[src/rtl/uart_tx_autotrain_if.sv]
// uart_tx_autotrain_if: signal bundle between the UART transmitter and its driver; carries send_break when UART_TX_BREAK_EN is defined
interface uart_tx_autotrain_if #(
  parameter int DBIT = 8
);
  logic s_tick;
  logic [1:0] paritybit;
  logic train_start;
  logic tx_start;
  logic [DBIT-1:0] din;
  logic tx;
  logic tx_busy;
  logic tx_done_tick;
  logic train_done_tick;
`ifdef UART_TX_BREAK_EN
  logic send_break;
  modport master (
    output s_tick, paritybit, train_start, tx_start, din, send_break,
    input tx, tx_busy, tx_done_tick, train_done_tick
  );
  modport slave (
    input s_tick, paritybit, train_start, tx_start, din, send_break,
    output tx, tx_busy, tx_done_tick, train_done_tick
  );
`else
  modport master (
    output s_tick, paritybit, train_start, tx_start, din,
    input tx, tx_busy, tx_done_tick, train_done_tick
  );
  modport slave (
    input s_tick, paritybit, train_start, tx_start, din,
    output tx, tx_busy, tx_done_tick, train_done_tick
  );
`endif
endinterface

[src/rtl/uart_tx_autotrain.sv]
// uart_tx_autotrain: UART transmitter with latched parity mode and an "x","p" autobaud training sequencer; UART_TX_BREAK_EN adds a line-break input
module uart_tx_autotrain #(
  parameter int DBIT = 8,
  parameter int SB_TICK = 16,
  parameter int GAP_BITS = 2
) (
  input logic clk,
  input logic rst_n,
  uart_tx_autotrain_if.slave bus
);
  localparam int NW = (DBIT > 1) ? $clog2(DBIT) : 1;
  localparam int GW = (GAP_BITS * 16 > 1) ? $clog2(GAP_BITS * 16) : 1;
  localparam logic [3:0] S_LAST = 4'd15;
  localparam logic [3:0] SB_LAST = 4'(SB_TICK - 1);
  localparam logic [NW-1:0] N_LAST = NW'(DBIT - 1);
  localparam logic [GW-1:0] G_LAST = GW'(GAP_BITS * 16 - 1);
  localparam logic [DBIT-1:0] X_CHAR = DBIT'(8'h78);
  localparam logic [DBIT-1:0] P_CHAR = DBIT'(8'h70);

  typedef enum logic [2:0] {ST_IDLE, ST_START, ST_DATA, ST_PARITY, ST_STOP, ST_GAP} state_t;

  state_t state_q, state_d;
  logic [3:0] s_q, s_d;
  logic [NW-1:0] n_q, n_d;
  logic [GW-1:0] g_q, g_d;
  logic [DBIT-1:0] b_q, b_d;
  logic [1:0] mode_q, mode_d;
  logic par_q, par_d;
  logic train_q, train_d;
  logic idx_q, idx_d;
  logic tx_q, tx_d;
  logic done, tdone, brk;

`ifdef UART_TX_BREAK_EN
  assign brk = bus.send_break;
`else
  assign brk = 1'b0;
`endif

  // Next-state logic; the line value is computed from the current state and registered, so edges lag one clk
  always_comb begin
    state_d = state_q;
    s_d = s_q;
    n_d = n_q;
    g_d = g_q;
    b_d = b_q;
    mode_d = mode_q;
    par_d = par_q;
    train_d = train_q;
    idx_d = idx_q;
    tx_d = 1'b1;
    done = 1'b0;
    tdone = 1'b0;
    case (state_q)
      ST_IDLE: begin
        tx_d = ~brk;
        if (!brk && (bus.train_start || bus.tx_start)) begin
          b_d = bus.train_start ? X_CHAR : bus.din;
          par_d = (^b_d) ^ (bus.paritybit == 2'd1);
          mode_d = bus.paritybit;
          train_d = bus.train_start;
          idx_d = 1'b0;
          s_d = '0;
          n_d = '0;
          state_d = ST_START;
        end
      end
      ST_START: begin
        tx_d = 1'b0;
        if (bus.s_tick) begin
          s_d = (s_q == S_LAST) ? 4'd0 : s_q + 4'd1;
          state_d = (s_q == S_LAST) ? ST_DATA : ST_START;
        end
      end
      ST_DATA: begin
        tx_d = b_q[0];
        if (bus.s_tick) begin
          s_d = s_q + 4'd1;
          if (s_q == S_LAST) begin
            s_d = 4'd0;
            b_d = b_q >> 1;
            n_d = n_q + 1'b1;
            state_d = (n_q != N_LAST) ? ST_DATA : (^mode_q) ? ST_PARITY : ST_STOP;
          end
        end
      end
      ST_PARITY: begin
        tx_d = par_q;
        if (bus.s_tick) begin
          s_d = (s_q == S_LAST) ? 4'd0 : s_q + 4'd1;
          state_d = (s_q == S_LAST) ? ST_STOP : ST_PARITY;
        end
      end
      ST_STOP: begin
        if (bus.s_tick) begin
          s_d = s_q + 4'd1;
          if (s_q == SB_LAST) begin
            s_d = 4'd0;
            done = 1'b1;
            tdone = train_q && idx_q;
            idx_d = train_q;
            g_d = '0;
            state_d = (train_q && !idx_q) ? ST_GAP : ST_IDLE;
          end
        end
      end
      ST_GAP: begin
        if (bus.s_tick) begin
          g_d = g_q + 1'b1;
          if (g_q == G_LAST) begin
            b_d = P_CHAR;
            par_d = (^P_CHAR) ^ (mode_q == 2'd1);
            s_d = 4'd0;
            n_d = '0;
            state_d = ST_START;
          end
        end
      end
      default: state_d = ST_IDLE;
    endcase
  end

  // State and datapath registers; reset forces the line to mark immediately
  always_ff @(posedge clk or negedge rst_n) begin
    if (!rst_n) begin
      state_q <= ST_IDLE;
      s_q <= '0;
      n_q <= '0;
      g_q <= '0;
      b_q <= '0;
      mode_q <= '0;
      par_q <= 1'b0;
      train_q <= 1'b0;
      idx_q <= 1'b0;
      tx_q <= 1'b1;
    end else begin
      state_q <= state_d;
      s_q <= s_d;
      n_q <= n_d;
      g_q <= g_d;
      b_q <= b_d;
      mode_q <= mode_d;
      par_q <= par_d;
      train_q <= train_d;
      idx_q <= idx_d;
      tx_q <= tx_d;
    end
  end

  assign bus.tx = tx_q;
  assign bus.tx_busy = (state_q != ST_IDLE) || brk;
  assign bus.tx_done_tick = done;
  assign bus.train_done_tick = tdone;
endmodule

[src/flat_wrapper.sv]
// flat-port wrapper written by rule: the top's interface ports become plain ports
module uart_tx_autotrain_flat 
#(
  parameter int DBIT = 8,
  parameter int SB_TICK = 16,
  parameter int GAP_BITS = 2
)
  (clk, rst_n, bus_s_tick, bus_paritybit, bus_train_start, bus_tx_start, bus_din, bus_tx, bus_tx_busy, bus_tx_done_tick, bus_train_done_tick);
  uart_tx_autotrain_if #(.DBIT(DBIT)) bus_i ();
  input logic clk;
  input logic rst_n;
  input wire logic [$bits(bus_i.s_tick)-1:0] bus_s_tick;
  input wire logic [$bits(bus_i.paritybit)-1:0] bus_paritybit;
  input wire logic [$bits(bus_i.train_start)-1:0] bus_train_start;
  input wire logic [$bits(bus_i.tx_start)-1:0] bus_tx_start;
  input wire logic [$bits(bus_i.din)-1:0] bus_din;
  output wire logic [$bits(bus_i.tx)-1:0] bus_tx;
  output wire logic [$bits(bus_i.tx_busy)-1:0] bus_tx_busy;
  output wire logic [$bits(bus_i.tx_done_tick)-1:0] bus_tx_done_tick;
  output wire logic [$bits(bus_i.train_done_tick)-1:0] bus_train_done_tick;
  assign bus_i.s_tick = bus_s_tick;
  assign bus_i.paritybit = bus_paritybit;
  assign bus_i.train_start = bus_train_start;
  assign bus_i.tx_start = bus_tx_start;
  assign bus_i.din = bus_din;
  assign bus_tx = bus_i.tx;
  assign bus_tx_busy = bus_i.tx_busy;
  assign bus_tx_done_tick = bus_i.tx_done_tick;
  assign bus_train_done_tick = bus_i.train_done_tick;
  uart_tx_autotrain #(.DBIT(DBIT), .SB_TICK(SB_TICK), .GAP_BITS(GAP_BITS)) u_core (.clk(clk), .rst_n(rst_n), .bus(bus_i));
endmodule
[config.mk]
export PLATFORM = sky130hd
export DESIGN_NAME = uart_tx_autotrain_flat
export DESIGN_NICKNAME = d
export VERILOG_FILES = /design/src/rtl/uart_tx_autotrain_if.sv /design/src/rtl/uart_tx_autotrain.sv /design/src/flat_wrapper.sv
export SDC_FILE = /design/constraint.sdc
export NUM_CORES = 1
export LEC_CHECK = 0
export ABC_AREA = 1
export BUFFER_PORTS_ARGS = -buffer_cell sky130_fd_sc_hd__buf_2
export CAP_MARGIN = 10
export CELL_PAD_IN_SITES_DETAIL_PLACEMENT = 1
export CELL_PAD_IN_SITES_GLOBAL_PLACEMENT = 2
export CORE_MARGIN = 4
export CORE_UTILIZATION = 33
export DETAILED_ROUTE_END_ITERATION = 16
export PLACE_DENSITY = 0.83
export RECOVER_POWER = 25
export SYNTH_ARGS = -nofsm -noshare
export SYNTH_HDL_FRONTEND = slang
export SYNTH_SLANG_ARGS = --single-unit
[constraint.sdc]
create_clock -name clk -period 1.8 [get_ports clk]
set_input_delay 0.09 -clock clk [delete_from_list [all_inputs] [get_ports clk]]
set_output_delay 0.09 -clock clk [all_outputs]
set_load 0.005 [all_outputs]
==> flow_summary.toml, run 1 <==
[power_and_ir_drop]
seqPwrFrac_pct = 37.3
pwr-share-clk_pct = 22.0
leakage_nw = 1.13
intPower_mw = 1.65
combPwrFrac_pct = 40.7
p_per_area_nw_per_um2 = 1210
peakVddDrop_mv = 0.440
netSwitchingPower_mw = 1.07
switching_share_pct = 39.3

[worst_setup_path]
rrSetupSlack_ps = 110
path_max_fanout = 9
cp_data_required_time_ps = 1950
criticalPathCategory = "register to register"
endpoint_kind = "register"
r2r_start = "u_core.state_q[1]$_DFFE_PN0P_"
worst_setup_path_start_kind = "register"
r2r.worst_path.cells = 10
cp.arrival_ps = 1840
r2r_end = "u_core.b_q[5]$_DFFE_PN0P_"

[placement]
hpwl_um = 3630
port_buffers = 18
placed_cells = 346
place_ws_ps = 85.6
place_congestion = 0.788

[die]
start_util_pct = 34.8
die_area_um2 = 6780
die_w_um = 82.4
num_rows = 26
die_y_um = 82.4
core-area_um2 = 5240
io_pins = 19

[synthesis]
synthCells = 255
seq_area_frac_synth_pct = 39.8
synth_area_leaders = "dfrtp_1 (38%), nand2_1 (14%), inv_1 (7.2%), nor2_1 (5.3%), nand3_1 (4.9%)"
yosysWarnings = 0
syn-cell-area_um2 = 1820
synth_seq_cells = 29
synth_cell_types = 33
synth_top_cell_by_area = "dfrtp_1"
synthArstFlopShare_pct = 100
ys.flop_type = "dfrtp_1"
synth-edff-count = 0
syn_area_per_cell_um2 = 7.15
synth_nets = 276
synthDominantCellAreaShare_pct = 38.4

[min_path]
hp-class = "primary input to register"
hold_end = "u_core.mode_q[1]$_DFFE_PN0P_"
min_from = "bus_paritybit[1]"
whs_path_depth = 3

[routing]
drcViolationCount = 0
via_per_inst = 4.84
firstDrtPassIters = 2
drt-initial-drc-count = 36
vias = 1736
drt_wl_total_um = 4650
detail_route.wl_per_cell_um = 12.9
ant_nets = 0

[cts]
clock_sinks = 29
cts_max_path_buffers = 2
clk_pin_slew_worst_paths_ps = 70
htree_levels = 2
root_buffer = "clkbuf_8"
numCtsBuffers = 5
cts_tree = "done"
insertion_delay_ps = 280

[grt]
grt_max_degree = 30
grt_pass1_vias = 1725
grt_usage_pct = 15.4
antenna_found_initial = 0
grt_pass1_wl_um = 7940
grt_overflow = 0

[cells_and_area]
synthToLayoutAreaGrowth_pct = 22.9
drive_gt1_share_pct = 23.9
insertedDiodeCount = 0
instances_no_fill = 359
nets = 309
fin_util_pct = 42.8

[timing]
rsz0062_at_grt = "true"
setup_viol = 0
fin_crit_ps = 1690
fin_setup_tns_ps = 0
max_freq_mhz = 592
tightest_slew_ps = 760
worst_slack_ps = 111
drv_slew = 0
fin_skew_ps = 7.87
slew-limit-headroom_pct = 49.3
final.period_utilization_pct = 93.9
hold_viol_final = 0

[outcome]
status = "finished, final reports clean"

[run]
drv_cap = 0
## routing by layer
metal  up-vias  track usage [%]  wire, µm
met3         8             3.90       144
met4         0             4.32        68
met1       822             19.4      2220
met5         -                0         0
li1        888                -         -
met2        18             26.1      2210
## cell type report
class	count	area, µm²
Clock buffer	7	96.3
Sequential cell	29	728
Timing Repair Buffer	29	179
Clock inverter	1	5.00
Multi-Input combinational cell	181	988
Fill cell	678	3000
Tap cell	70	87.6
Inverter	42	158
## through the flow
step | power, mW | cell area [µm²] | hold slack [ps]
after CTS | 2.66 | 2140 | 76.1
after detailed placement | 2.04 | 2030 | 180
after global routing | 2.99 | 2240 | 96.8
final | 2.72 | 2240 | 86.1
after floorplan | 1.72 | 1820 | -206
after global placement | 2.02 | 2030 | 170
## power by group through the flow
stage / clock network, mW / logic [mW] / registers [mW]
finish: 0.599 / 1.11 / 1.01
global route: 0.660 / 1.29 / 1.04
CTS: 0.620 / 1.04 / 1.00
detailed placement: 0 / 1.03 / 1.01
global placement: 0 / 1.01 / 1.01
floorplan: 0 / 0.741 / 0.976
## critical path, stage by stage, from the launching register on
cell and delay (ps):
dfrtp_1 460, inv_2 160, nand2_2 90, nor2_1 190, nand2_2 110, o21ai_4 90, nor2_2 80, o21ai_2 90
inv_2 110, o21ai_1 80, o21ai_0 100
## what timing repair did
item                                   in CTS  in global routing
gates resized for setup                     0                 21
hold buffers                                1                  0
endpoints found under the hold margin      28                  0
setup endpoints to repair                   0                 19
buffers inserted                            0                  4
## Yosys cell counts, types with 4 or more instances
cell type and count:
nor3_1 4, o21ai_0 18, nor2_1 26, a21oi_1 8
dfrtp_1 28, nand3_1 18, o21ai_1 8, nand2_1 67
inv_2 7, ha_1 6, inv_1 35
## layout by cell type (no fill, tap or decap), types with 2 or more instances in the layout
cell type	instances
o31ai_1	2
o21ai_0	16
nor2_2	3
buf_4	9
ha_2	2
inv_2	8
nor2_4	5
nand3_1	18
inv_1	34
nor3_1	4
o21ai_1	10
nand2_2	6
nand2_1	64
buf_2	17
clkbuf_8	7
nor2_1	23
dfrtp_1	27
a21oi_1	7
ha_1	4
## sequential cells by signal (all words and copies together), names as in the netlist
| name | count |
|---|---|
| u_core.b_q | 8 |
| u_core.bus.tx | 1 |
| u_core.g_q | 5 |
| u_core.idx_q | 1 |
| u_core.mode_q | 2 |
| u_core.n_q | 3 |
| u_core.par_q | 1 |
| u_core.s_q | 4 |
| u_core.state_q | 3 |
| u_core.train_q | 1 |
## cells by family (layout without fill, tap and decap cells)
group	Yosys count	count (layout)	synth area share, %
compound gates	45	45	14.3
flops	29	29	39.8
fa+ha+maj	6	6	4.12
buf+inv	45	79	9.81
simple gates	128	128	30.9
xor+xnor	2	2	0.960
## worst max path at each step
stage                             startpoint                            end  slack, ps  depth (start not counted)
6_report       u_core.state_q[1]$_DFFE_PN0P_      u_core.b_q[5]$_DFFE_PN0P_        110                         10
5_1_grt            u_core.g_q[0]$_DFFE_PN0P_      u_core.s_q[3]$_DFFE_PN0P_        -50                         10
4_1_cts            u_core.g_q[0]$_DFFE_PN0P_      u_core.n_q[0]$_DFFE_PN0P_         50                         10
3_5_place_dp       u_core.g_q[0]$_DFFE_PN0P_  u_core.state_q[2]$_DFFE_PN0P_         90                          9
3_3_place_gp       u_core.g_q[0]$_DFFE_PN0P_      u_core.s_q[0]$_DFFE_PN0P_        100                         10
2_1_floorplan      u_core.g_q[0]$_DFFE_PN0P_      u_core.b_q[4]$_DFFE_PN0P_        300                         10
Note: power is estimated with default switching activity, not from simulation.
==> run 2, diff against run 1 <==
- CORE_UTILIZATION: 33 -> 25
- PLACE_DENSITY: 0.83 -> 0.67
==> run 2 against run 1 <==
Net effect: critical endpoint is now u_core.state_q[2]$_DFFE_PN0P_; die area increased by 29%; highest routed layer unchanged; power decreased by 0.29%; worst setup slack got worse by 0.52 ps; fmax about the same.
==> flow_summary.toml, run 2 (same netlist as run 1, synthesis figures left out) <==
[outcome]
status = "finished, final reports clean"

[placement]
place_congestion = 0.745
hpwl_um = 3900
placed_cell_area_um2 = 2070
port_buffers = 18

[routing]
firstDrtPassIters = 4
dr_wl_met2_um = 2440
drcViolationCount = 0
wl_met1_um = 2430
maxUsedRoutingLayer = "met4"
detail_route.wl_per_cell_um = 13.1
ant_nets = 0
wl_met3_um = 153
via_per_inst = 4.48
drt-initial-drc-count = 51
vias = 1733
drt_wl_total_um = 5080

[cells_and_area]
insertedDiodeCount = 0
layout_commonest_cell = "nand2_1"
multi_input_area_um2 = 978
drive_gt1_share_pct = 24.4
final_cell_mix = "nand2_1 (65), inv_1 (34), dfrtp_1 (26)"
nets = 311
ff_latch_area_um2 = 729
largest_reg_flops = 8
synthToLayoutAreaGrowth_pct = 24.8
fill_cells = 882
regMostFlops = "u_core.b_q"
reg_top3 = "u_core.b_q (8), u_core.g_q (5), u_core.s_q (4)"
fin_area_um2 = 2280

[cts]
numCtsBuffers = 5
clock_sinks = 29
htree_levels = 2
cts_tree = "done"
root_buffer = "clkbuf_8"
clk_pin_slew_worst_paths_ps = 70
insertion_delay_ps = 280
cts_max_path_buffers = 2

[die]
start_util_pct = 26.3
die_w_um = 93.4
io_pins = 19
core-area_um2 = 6940
num_rows = 30
die_area_um2 = 8730
die_y_um = 93.4

[timing]
slew-limit-headroom_pct = 47.4
fin_crit_ps = 1690
max_freq_mhz = 592
fin_setup_tns_ps = 0
final.period_utilization_pct = 93.9
drv_slew = 0
fin_skew_ps = 3.20
setup_viol = 0
hold_viol_final = 0
tightest_slew_ps = 789

[worst_setup_path]
r2r_start = "u_core.g_q[0]$_DFFE_PN0P_"
worstSetupEndpoint = "u_core.state_q[2]$_DFFE_PN0P_"
slowest_delay_ps = 370
startpoint = "u_core.g_q[0]$_DFFE_PN0P_"
r2r_end = "u_core.state_q[2]$_DFFE_PN0P_"
criticalPathCategory = "register to register"
r2r.worst_path.cells = 10
path_common_cell = "ha_2"
crit_family = "simple AND/OR/NAND/NOR gates"
cp.arrival_ps = 1900
cp_data_required_time_ps = 2010
cp_cell_sequence = "ha_2 -> nand2_2 -> nor2_2 -> ha_2 -> nor2_4 -> a31oi_4 -> nand4_1 -> inv_2 -> nand2_1 -> o21ai_1"
crit_buf_inv = 1
rrSetupSlack_ps = 110
cp_slowest_cell = "dfrtp_1"
path_max_fanout = 4
endpoint_kind = "register"
cp.depth = 10
worst_setup_path_start_kind = "register"

[grt]
grt_max_degree = 30
grt_usage_pct = 12.6
antenna_found_initial = 0
grt_pass1_vias = 1808
grt_pass1_wl_um = 8600
grt_overflow = 0

[power_and_ir_drop]
leakage_nw = 1.14
p_per_area_nw_per_um2 = 1190
peakVddDrop_mv = 0.330
finalPower_mw = 2.71

[run]
drv_cap = 0

[min_path]
hp-class = "primary input to register"
==> run 2: final cells by class <==
cell class	instances	area share, %
Clock buffer	7	4.23
Multi-Input combinational cell	181	43.0
Tap cell	96	5.27
Clock inverter	1	0.220
Sequential cell	29	32.0
Timing Repair Buffer	31	8.35
Inverter	42	6.92
==> run 2: how the worst min path moves through the flow <==
stage	from	end	depth (start not counted)
global route	bus_paritybit[0]	u_core.mode_q[0]$_DFFE_PN0P_	3
floorplan	rst_n	u_core.b_q[0]$_DFFE_PN0P_	0
finish	bus_paritybit[1]	u_core.mode_q[1]$_DFFE_PN0P_	3
global placement	rst_n	u_core.state_q[2]$_DFFE_PN0P_	1
detailed placement	rst_n	u_core.s_q[3]$_DFFE_PN0P_	1
CTS	bus_paritybit[1]	u_core.mode_q[1]$_DFFE_PN0P_	3
==> run 2: timing repair <==
action                                 CTS  global route
hold buffers                             1             0
resized for setup                        0            19
setup endpoints to repair                0            17
endpoints found under the hold margin   28             0
buffers inserted                         0             5
==> run 2: where the power goes <==
part           switching (mW)  internal, mW
Combinational           0.659         0.425
Clock                   0.265         0.345
Sequential              0.150         0.867
Total                    1.07          1.64
==> run 2: through the flow <==
| step | std cells | util, % | setup WS, ps | hold slack (ps) |
|---|---|---|---|---|
| after floorplan | 255 | - | 300 | -206 |
| after global placement | 373 | 29.7 | 70.9 | 183 |
| after detailed placement | 373 | 29.7 | 42.8 | 188 |
| after CTS | 382 | 31.4 | 22.3 | 76.0 |
| after global routing | 387 | 32.8 | -7.51 | 90.5 |
| final | 387 | 32.8 | 110 | 85.8 |
==> run 2: per-layer routing <==
metal  vias up  track usage (%)
li1        887                -
met1       822             15.9
met2        18             21.1
met3         6             3.14
met4         0             3.66
met5         -                0
==> run 2: worst register-to-register path: cells and delay by family, from the launching register on <==
kind	cells	cell delay (ps)
fa+ha+maj	2	410
flops	1	370
buf+inv	1	120
simple gates	5	470
compound gates	2	240
==> run 3, diff against run 2 <==
- GPL_TIMING_DRIVEN: default -> 0
==> run 3 against run 2 <==
Net effect: core utilization shrank 0.63 points; largest power group unchanged; clock-buffer cell count is 2 lower; hold slack lost 19 ps; register-to-register slack about the same.
==> flow_summary.toml, run 3 (same netlist as run 1, synthesis figures left out) <==
[outcome]
status = "finished, final reports clean"

[grt]
grt_pass1_wl_um = 8230
antenna_found_initial = 0
grt_overflow = 0
grt_max_degree = 30
grt_pass1_vias = 1712
grt_usage_pct = 11.9

[worst_setup_path]
r2r_start = "u_core.g_q[1]$_DFFE_PN0P_"
path_common_cell = "ha_2"
cp.arrival_ps = 1920
cp_data_required_time_ps = 2010
r2r.worst_path.cells = 10
rrSetupSlack_ps = 100
criticalPathCategory = "register to register"
slowest_delay_ps = 380
path_max_fanout = 4
cp_slowest_cell = "dfrtp_1"
r2r_end = "u_core.state_q[2]$_DFFE_PN0P_"
worst_setup_path_start_kind = "register"
cp_cell_sequence = "ha_2 -> nand2_2 -> nor2_2 -> ha_2 -> nor2_1 -> a31oi_1 -> nand4_1 -> inv_2 -> nand2_1 -> o21ai_1"
endpoint_kind = "register"

[die]
die_y_um = 93.4
start_util_pct = 26.3
core-area_um2 = 6940
die_w_um = 93.4
io_pins = 19
die_area_um2 = 8730
num_rows = 30

[placement]
place_congestion = 0.742
port_buffers = 17
placed_cell_area_um2 = 2030
place_ws_ps = -50.9
hpwl_um = 3700

[routing]
drt-initial-drc-count = 49
detail_route.wl_per_cell_um = 12.7
drt_wl_total_um = 4820
via_per_inst = 4.46
ant_nets = 0
firstDrtPassIters = 4
vias = 1698
drcViolationCount = 0

[timing]
fin_skew_ps = 9.32
setup_viol = 0
drv_slew = 0
max_freq_mhz = 587
rsz0062_at_grt = "true"
fin_crit_ps = 1700
final.period_utilization_pct = 94.7
hold_viol_final = 0
worst_slack_ps = 95.2
slew-limit-headroom_pct = 47.3
tightest_slew_ps = 791

[cells_and_area]
fin_util_pct = 32.2
regMostFlops = "u_core.b_q"
reg_top3 = "u_core.b_q (8), u_core.g_q (5), u_core.s_q (4)"
layout_commonest_cell = "nand2_1"
fin_area_um2 = 2230
insertedDiodeCount = 0
nets = 305
final_cell_mix = "nand2_1 (64), inv_1 (34), dfrtp_1 (27)"
drive_gt1_share_pct = 23.9
synthToLayoutAreaGrowth_pct = 22.4
largest_reg_flops = 8

[min_path]
hold_end = "u_core.mode_q[1]$_DFFE_PN0P_"
whs_path_depth = 3
min_from = "bus_paritybit[1]"
hp-class = "primary input to register"

[cts]
numCtsBuffers = 5
cts_tree = "done"
htree_levels = 2
clock_sinks = 29
cts_max_path_buffers = 2
root_buffer = "clkbuf_8"
insertion_delay_ps = 290
clk_pin_slew_worst_paths_ps = 70

[run]
drv_cap = 0

[power_and_ir_drop]
p_per_area_nw_per_um2 = 1160
leakage_nw = 1.10
peakVddDrop_mv = 0.564
==> run 3: changes by cell type in the layout (fill, tap and decap cells not counted), sizes merged <==
cell	delta
buf	-7
clkbuf	-1
clkinv	+1
clkinvlp	+1
==> run 3: per-layer routing <==
metal / routed length [µm] / global-route usage [%] / vias to the layer above
li1: - / - / 878
met1: 2340 / 15.8 / 798
met2: 2320 / 19.4 / 16
met3: 114 / 2.49 / 6
met4: 58 / 3.30 / 0
met5: 0 / 0 / -
==> run 3: worst max-delay path, delay by kind of cell (launching register included) <==
family	cells	cell delay, ps
simple gates	5	480
fa+ha+maj	2	390
compound gates	2	280
flops	1	380
buf+inv	1	110
==> run 3: area by class of cell <==
cell class / instances / area [µm²]
Tap cell: 96 / 120
Fill cell: 888 / 4710
Inverter: 42 / 158
Clock buffer: 5 / 68.8
Sequential cell: 29 / 728
Multi-Input combinational cell: 181 / 992
Buffer: 3 / 23.8
Clock inverter: 3 / 17.5
Timing Repair Buffer: 22 / 125
==> run 3: metrics by stage <==
stage | hold WS (ps) | setup TNS [ps] | power, mW | instances
final | 66.7 | 0 | 2.60 | 381
after global routing | 63.1 | -186 | 2.86 | 381
after CTS | 54.8 | 0 | 2.58 | 377
after detailed placement | 193 | -421 | 2.01 | 368
after global placement | 191 | -947 | 2.00 | 368
after floorplan | -206 | 0 | 1.72 | 255
==> run 3: power by group <==
part           switching, mW  internal, mW
sequential             0.146         0.866
clock                  0.277         0.267
combinational          0.649         0.392
==> run 3: timing repair <==
| item | CTS | global route |
|---|---|---|
| gates resized for setup | 2 | 20 |
| hold buffers | 1 | 0 |
| setup buffers | 0 | 4 |
| pin swaps | 0 | 5 |
| endpoints found under the hold margin | 28 | 0 |
| setup endpoints to repair | 12 | 19 |
==> run 3: worst max path at each step <==
stage / start / endpoint / slack (ps) / depth (start not counted)
global route: u_core.state_q[2]$_DFFE_PN0P_ / u_core.b_q[4]$_DFFE_PN0P_ / -60 / 9
detailed placement: u_core.s_q[0]$_DFFE_PN0P_ / u_core.b_q[4]$_DFFE_PN0P_ / -50 / 9
CTS: u_core.g_q[0]$_DFFE_PN0P_ / u_core.state_q[2]$_DFFE_PN0P_ / 20 / 10
global placement: u_core.s_q[0]$_DFFE_PN0P_ / u_core.b_q[4]$_DFFE_PN0P_ / -100 / 9
floorplan: u_core.g_q[0]$_DFFE_PN0P_ / u_core.b_q[4]$_DFFE_PN0P_ / 300 / 10
finish: u_core.g_q[1]$_DFFE_PN0P_ / u_core.state_q[2]$_DFFE_PN0P_ / 100 / 10
